### src/rtl/ram_arbiter_pkg.sv
// Shared widths and encodings for the IF/MEM data-RAM arbiter.
// The state and owner enums are imported by ram_arbiter.
package ram_arbiter_pkg;

   localparam int XLEN = 64;
   localparam int BE_W = 8;
   localparam int LAT_W = 3;

   typedef enum logic {
      ARB_IDLE    = 1'b0,
      ARB_RD_WAIT = 1'b1
   } arb_state_t;

   typedef enum logic {
      OWN_IF  = 1'b0,
      OWN_MEM = 1'b1
   } owner_t;

endpackage

### src/rtl/ram_arbiter.sv
// Round-robin arbiter sharing one 64-bit byte-enabled RAM between IF (reads) and MEM
// (reads/writes); one read is outstanding at a time, and its data is routed back to the owner.
//
// state       | meaning
// ARB_IDLE    | grants accepted; a write stays here, a read moves to ARB_RD_WAIT
// ARB_RD_WAIT | read in flight; lat_cnt counts down, rvalid to the owner when lat_cnt==1
module ram_arbiter
   import ram_arbiter_pkg::*;
#(
   parameter int RD_LAT = 1
) (
   input  logic            clk,
   input  logic            rst,
   input  logic            if_req_i,
   input  logic [XLEN-1:0] if_addr_i,
   output logic            if_gnt_o,
   output logic            if_rvalid_o,
   output logic [XLEN-1:0] if_rdata_o,
   input  logic            mem_req_i,
   input  logic            mem_wen_i,
   input  logic [BE_W-1:0] mem_byte_en_i,
   input  logic [XLEN-1:0] mem_addr_i,
   input  logic [XLEN-1:0] mem_wdata_i,
   output logic            mem_gnt_o,
   output logic            mem_rvalid_o,
   output logic [XLEN-1:0] mem_rdata_o,
   output logic [XLEN-1:0] ram_addr_o,
   output logic            ram_ren_o,
   output logic            ram_wen_o,
   output logic [BE_W-1:0] ram_byte_en_o,
   output logic [XLEN-1:0] ram_wdata_o,
   input  logic [XLEN-1:0] ram_rdata_i
);

   localparam logic [LAT_W-1:0] LAT_INIT = LAT_W'(RD_LAT);

   arb_state_t       r_state;
   arb_state_t       w_state_nxt;
   owner_t           r_owner;
   owner_t           w_owner_nxt;
   owner_t           r_prio;
   owner_t           w_prio_nxt;
   logic [LAT_W-1:0] r_lat_cnt;
   logic [LAT_W-1:0] w_lat_cnt_nxt;
   logic             w_if_win;
   logic             w_mem_win;
   logic             w_unused_addr_lsb;

   // RAM is doubleword-addressed; the byte offset is consumed in mem.
   assign w_unused_addr_lsb = ^{if_addr_i[2:0], mem_addr_i[2:0]};

   always_ff @(posedge clk or posedge rst) begin
      if (rst) begin
         r_state   <= ARB_IDLE;
         r_owner   <= OWN_IF;
         r_prio    <= OWN_MEM;
         r_lat_cnt <= '0;
      end else begin
         r_state   <= w_state_nxt;
         r_owner   <= w_owner_nxt;
         r_prio    <= w_prio_nxt;
         r_lat_cnt <= w_lat_cnt_nxt;
      end
   end

   always_comb begin
      w_state_nxt   = r_state;
      w_owner_nxt   = r_owner;
      w_prio_nxt    = r_prio;
      w_lat_cnt_nxt = r_lat_cnt;
      w_if_win      = 1'b0;
      w_mem_win     = 1'b0;
      if_gnt_o      = 1'b0;
      if_rvalid_o   = 1'b0;
      if_rdata_o    = '0;
      mem_gnt_o     = 1'b0;
      mem_rvalid_o  = 1'b0;
      mem_rdata_o   = '0;
      ram_addr_o    = '0;
      ram_ren_o     = 1'b0;
      ram_wen_o     = 1'b0;
      ram_byte_en_o = '0;
      ram_wdata_o   = '0;

      // Grants are combinational from the request inputs, so they are masked during reset.
      if (!rst) begin
         unique case (r_state)
            ARB_IDLE: begin
               if (if_req_i && mem_req_i) begin
                  w_if_win   = (r_prio == OWN_IF);
                  w_mem_win  = (r_prio == OWN_MEM);
                  w_prio_nxt = (r_prio == OWN_IF) ? OWN_MEM : OWN_IF;
               end else begin
                  w_if_win  = if_req_i;
                  w_mem_win = mem_req_i;
               end

               if (w_if_win) begin
                  if_gnt_o      = 1'b1;
                  ram_addr_o    = {if_addr_i[XLEN-1:3], 3'b000};
                  ram_ren_o     = 1'b1;
                  w_owner_nxt   = OWN_IF;
                  w_lat_cnt_nxt = LAT_INIT;
                  w_state_nxt   = ARB_RD_WAIT;
               end else if (w_mem_win) begin
                  mem_gnt_o  = 1'b1;
                  ram_addr_o = {mem_addr_i[XLEN-1:3], 3'b000};
                  if (mem_wen_i) begin
                     ram_wen_o     = 1'b1;
                     ram_byte_en_o = mem_byte_en_i;
                     ram_wdata_o   = mem_wdata_i;
                  end else begin
                     ram_ren_o     = 1'b1;
                     w_owner_nxt   = OWN_MEM;
                     w_lat_cnt_nxt = LAT_INIT;
                     w_state_nxt   = ARB_RD_WAIT;
                  end
               end
            end

            ARB_RD_WAIT: begin
               w_lat_cnt_nxt = r_lat_cnt - 1'b1;
               // <= guards against a zero count hanging the arbiter.
               if (r_lat_cnt <= LAT_W'(1)) begin
                  w_lat_cnt_nxt = '0;
                  w_state_nxt   = ARB_IDLE;
                  if (r_owner == OWN_IF) begin
                     if_rvalid_o = 1'b1;
                     if_rdata_o  = ram_rdata_i;
                  end else begin
                     mem_rvalid_o = 1'b1;
                     mem_rdata_o  = ram_rdata_i;
                  end
               end
            end

            default: begin
               w_state_nxt = ARB_IDLE;
            end
         endcase
      end
   end

endmodule
### config.mk
export PLATFORM = sky130hd
export DESIGN_NAME = ram_arbiter
export DESIGN_NICKNAME = d
export VERILOG_FILES = /design/src/rtl/ram_arbiter_pkg.sv /design/src/rtl/ram_arbiter.sv
export SDC_FILE = /design/constraint.sdc
export NUM_CORES = 1
export LEC_CHECK = 0
export ABC_AREA = 0
export CAP_MARGIN = 40
export CORE_AREA = 2 2 212 214
export CTS_CLUSTER_DIAMETER = 40
export CTS_CLUSTER_SIZE = 16
export DETAILED_ROUTE_END_ITERATION = 8
export DIE_AREA = 0 0 214 216
export PLACE_DENSITY = 0.36
export SKIP_CTS_REPAIR_TIMING = 1
export SLEW_MARGIN = 20
export SYNTH_ARGS = -nofsm -noshare
export SYNTH_HDL_FRONTEND = slang
export SYNTH_SLANG_ARGS = --single-unit
### constraint.sdc
create_clock -name clk -period 2.8 [get_ports clk]
set_input_delay 0.28 -clock clk [delete_from_list [all_inputs] [get_ports clk]]
set_output_delay 0.28 -clock clk [all_outputs]
set_load 0.03 [all_outputs]
# After elaboration in Yosys (flattened, before gate mapping)
# Index checks and enable logic that the tools add are counted.
[op_classes]
n_addsub = 1
magnitude_cmp = 1
n_eq_ne = 3
n_mux = 64
n_bitwise = 3
n_reduce_logical = 5
[op_table]
columns = ["operator", "count"]
rows = [
  ["64-bit two-way mux", 17],
  ["8-bit two-way mux", 5],
  ["1-bit two-way mux", 36],
  ["3-bit two-way mux", 4],
  ["3-bit one-hot mux with 2 select lines", 1],
  ["3-bit AND reduction", 2],
  ["4-bit AND reduction", 1],
  ["3-bit by 1-bit less-or-equal comparator with 1-bit output, second input constant", 1],
  ["3-bit by 1-bit != test with 1-bit output, second input constant", 1],
  ["3-bit by 2-bit != test with 1-bit output, second input constant", 1],
  ["1-bit inverter", 3],
  ["3-bit by 1-bit subtractor with 3-bit output, second input constant", 1],
  ["2-bit by 1-bit != test with 1-bit output, second input constant", 1],
  ["1-bit one-hot mux with 2 select lines", 1],
  ["2-bit nonzero test", 1],
  ["1-bit logical AND", 1],
]
[word_totals]
reg_bits = 6
in_bits = 269
elab_cells = 81

# Logic depth before layout (Yosys ltp)
[depth]
ltp_word = 8
ltp_mapped = 7

# Least setup slack after synthesis
# Ideal clock, no wire load.
[synth_path]
path_type = "register -> output"
start = "register r_lat_cnt[1]"
end = "output mem_rdata_o[54]"
t_arrival_ns = 1.652
path_slack_ns = 0.868
path_stages_with_launch = 7
n_path_buf = 1
path_cell_list = "dfrtp_1 -> inv_1 -> ha_1 -> o21ba_2 -> nor4b_2 -> buf_2 -> and2_1"
[synth_between]
elab_chain_cells = 4
[synth_lines]
columns = ["item", "line_no", "rtl"]
rows = [
  ["start, declared", "ram_arbiter.sv:43", "logic [LAT_W-1:0] r_lat_cnt;"],
  ["start signal, assigned", "ram_arbiter.sv:62", "r_lat_cnt <= w_lat_cnt_nxt;"],
  ["3-bit by 1-bit less-or-equal comparator with 1-bit output", "ram_arbiter.sv:124", "if (r_lat_cnt <= LAT_W'(1)) begin"],
  ["64-bit two-way mux", "ram_arbiter.sv:124", ""],
  ["64-bit two-way mux", "ram_arbiter.sv:87", "unique case (r_state)"],
  ["64-bit two-way mux", "ram_arbiter.sv:86", "if (!rst) begin"],
  ["end, declared", "ram_arbiter.sv:26", "output logic [XLEN-1:0] mem_rdata_o,"],
]
# Every way passes these cells.

# Worst setup path after layout
[layout_path]
start = "register r_lat_cnt[1]"
end = "output if_rdata_o[59]"
[layout_between]
elab_chain_cells = 4
[layout_lines]
columns = ["item", "line_no", "rtl"]
rows = [
  ["3-bit by 1-bit less-or-equal comparator with 1-bit output", "ram_arbiter.sv:124", ""],
  ["64-bit two-way mux", "ram_arbiter.sv:124", ""],
  ["64-bit two-way mux", "ram_arbiter.sv:87", ""],
  ["64-bit two-way mux", "ram_arbiter.sv:86", ""],
  ["end, declared", "ram_arbiter.sv:18", "output logic [XLEN-1:0] if_rdata_o,"],
]
# Every way passes these cells.

==> impl_metrics.tcl <==
set metrics [dict create \
    worst-setup-path-type "flip-flop to output port" \
    cts_root_buffer "clkbuf_16" \
    crit_path_max_fanout 37 \
    viasPerCell 3.229 \
    cp_num_buf_inv 3 \
    synth-seq-cells 6 \
    grt_usage_pct 8.992 \
    wl_per_cell_microns 15.48 \
    die_w_microns 214 \
    yosys_warnings 0 \
    setup_tns_ns 0 \
    drt_iter0_drc 106 \
    ys.flop_type "dfrtp_1" \
    antenna_found_initial 3 \
    avgSynthCellArea_sq_um 7.153 \
    place_hpwl_microns 19560 \
    cts_tree "yes" \
    first_pass_iters 4 \
    netlist.area_leader.share_pct 32.48 \
    synth_top_area_cell "and2_1" \
    p_per_area_mw_per_mm2 431.7 \
    rsz0062_at_grt "no" \
    cap_violations 0 \
    preCtsSetupSlack_ns 0.1609 \
    worstPathArrival_ns 2.40 \
    rows 77 \
    seq_area_frac_synth_pct 6.047 \
    fill_cells 4912 \
    grt-ovfl-total 0 \
    multi_input_area_sq_mm 0.002049 \
    hold-worst-slack_ns 0.4026 \
    cts.clk_slew.worst_paths_ns 0.04 \
    clockBufferDepth 2 \
    drive_above_1_share_pct 31.53 \
    gp_congestion 0.8587 \
    synth.distinct_cells 31 \
    grt_pass1_wl_microns 31530 \
    setup_viol 0 \
    drtAntennaViolNets 0 \
    setup_ws_ns 0.1193 \
    grt_max_degree 67 \
    cts_sinks 6 \
    numCtsBuffers 3 \
    crit_path_end_kind "output port" \
    grt_pass1_vias 4707 \
    required_ns 2.52 \
    cp_slowest_cell "clkdlybuf4s50_1" \
    synth_area_sq_mm 0.002504 \
    clk_latency_ns 0.23 \
    ir_drop_v 0.0001461 \
    status "finished, final reports clean" \
    ys_top_cells_by_area "and2_1 (32%), a22o_1 (22%), and3_1 (18%)" \
    diodes 0 \
    final_max_slew_viol_count 0 \
    synth_cells 350 \
    drc 0 \
    wirelength_microns 22330 \
    p_leak_nw 3.903 \
    hp-class "primary input to async pin" \
    cp_top_family "buffers and inverters" \
    htree_levels 1 \
    synth_edf_count 0 \
    initial_core_util_pct 5.711 \
    nets 1122 \
    vias 4656 \
    port_buffers 529 \
    core_area_sq_mm 0.04384 \
    synth-async-reset-ratio_pct 100.0 \
    fin_skew_ns 0.003339 \
    die_area_sq_mm 0.04622 \
    period_share_pct 95.74 \
    r2r_setup_slack_ns 1.35 \
    io_pins 539 \
    worstPathCellList "inv_1, ha_1, o21ba_2, nor4_4, buf_12, and2_1, clkdlybuf4s50_1" \
    slowest_delay_ns 0.67 \
    chipHeight_microns 216 \
    fmax_mhz 373.0 \
    syn_to_final_growth_pct 227.2 \
    startpoint_type "flip-flop" \
    fin_crit_ns 2.681 \
    regArea_sq_um 151.4 \
    finalHoldViolations 0 \
]
state kept, by name, indices dropped and copies added, names as in the netlist:
register / count
r_owner: 1
r_state: 1
r_prio: 1
r_lat_cnt: 3
report_power, final:
part | total, W | internal, W | switching, W | leakage, nW
registers | 0.000189 | 0.000134 | 0.0000549 | 0.0720
logic | 0.00311 | 0.00138 | 0.00173 | 3.79
clock network | 0.000238 | 0.000189 | 0.0000492 | 0.0382
worst register-to-register path, stage by stage (launching register included):
cell,delay [ns]
dfrtp_1,0.40
inv_1,0.09
ha_1,0.16
o21ba_2,0.21
or2_2,0.30
a22o_1,0.18
final cells by class:
cell class	count	share of cell area, %
tap	592	9.041
multi-input combinational	295	25.02
sequential	6	1.848
clock buffer	4	0.9621
inverter	4	0.1833
timing repair buffer	541	62.95
cell families (layout without fill, tap and decap cells):
family,after synthesis,in the layout,share of synthesized area (%)
fa+ha+maj,2,2,0.9993
simple gates,216,216,54.17
flops,6,6,6.047
buf+inv,51,549,13.44
xor+xnor,1,1,0.3499
compound gates,73,73,24.84
other cells,1,3,0.1498
synth_stat cells (all sizes together), types with 2 or more instances:
library cell	number
inv	4
nand2b	2
nor2b	2
a21oi	3
nor2	4
dfrtp	5
and2	130
buf	32
clkbuf	15
a22o	62
and3	73
ha	2
layout by cell type (no fill, tap or decap), types with 2 or more instances in the layout:
master / count
inv_1: 4
and2_1: 129
clkdlybuf4s50_1: 279
buf_4: 226
nor2b_1: 2
clkbuf_16: 3
a22o_1: 62
nand2b_1: 2
conb_1: 3
dfrtp_1: 5
a21oi_1: 3
buf_12: 30
and3_1: 72
dlymetal6s2s_1: 5
nor2_1: 3
ha_1: 2
through the flow:
stage / std cells / util, % / instance area, sq um / power, W
2_1_floorplan: 352 / - / 2511 / 0.001880
3_3_place_gp: 1438 / 18.48 / 8099 / 0.003364
3_5_place_dp: 1438 / 18.48 / 8099 / 0.003338
4_1_cts: 1442 / 18.66 / 8178 / 0.003588
5_1_grt: 1442 / 18.69 / 8193 / 0.003735
6_report: 1442 / 18.69 / 8193 / 0.003537
layer usage:
layer | vias to the layer above | global-route usage [%] | wire length [microns]
met5 | - | 0 | 13
met3 | 24 | 2.340 | 2096
met1 | 2068 | 10.18 | 8273
li1 | 2233 | - | -
met4 | 2 | 2.681 | 640
met2 | 329 | 16.45 | 11310
path summary, 6_finish.rpt:
| path | endpoint | from | depth (start not counted) |
|---|---|---|---|
| max | if_rdata_o[59] | r_lat_cnt[1] | 7 |
| min reg2reg | r_prio | r_prio | 1 |
| max in group asynchronous | r_prio | rst | 2 |
| min in group clk | r_prio | r_prio | 1 |
| min | r_lat_cnt[1] | rst | 2 |
| max reg2reg | r_lat_cnt[1] | r_lat_cnt[1] | 5 |
(Power assumes the default switching activity.)
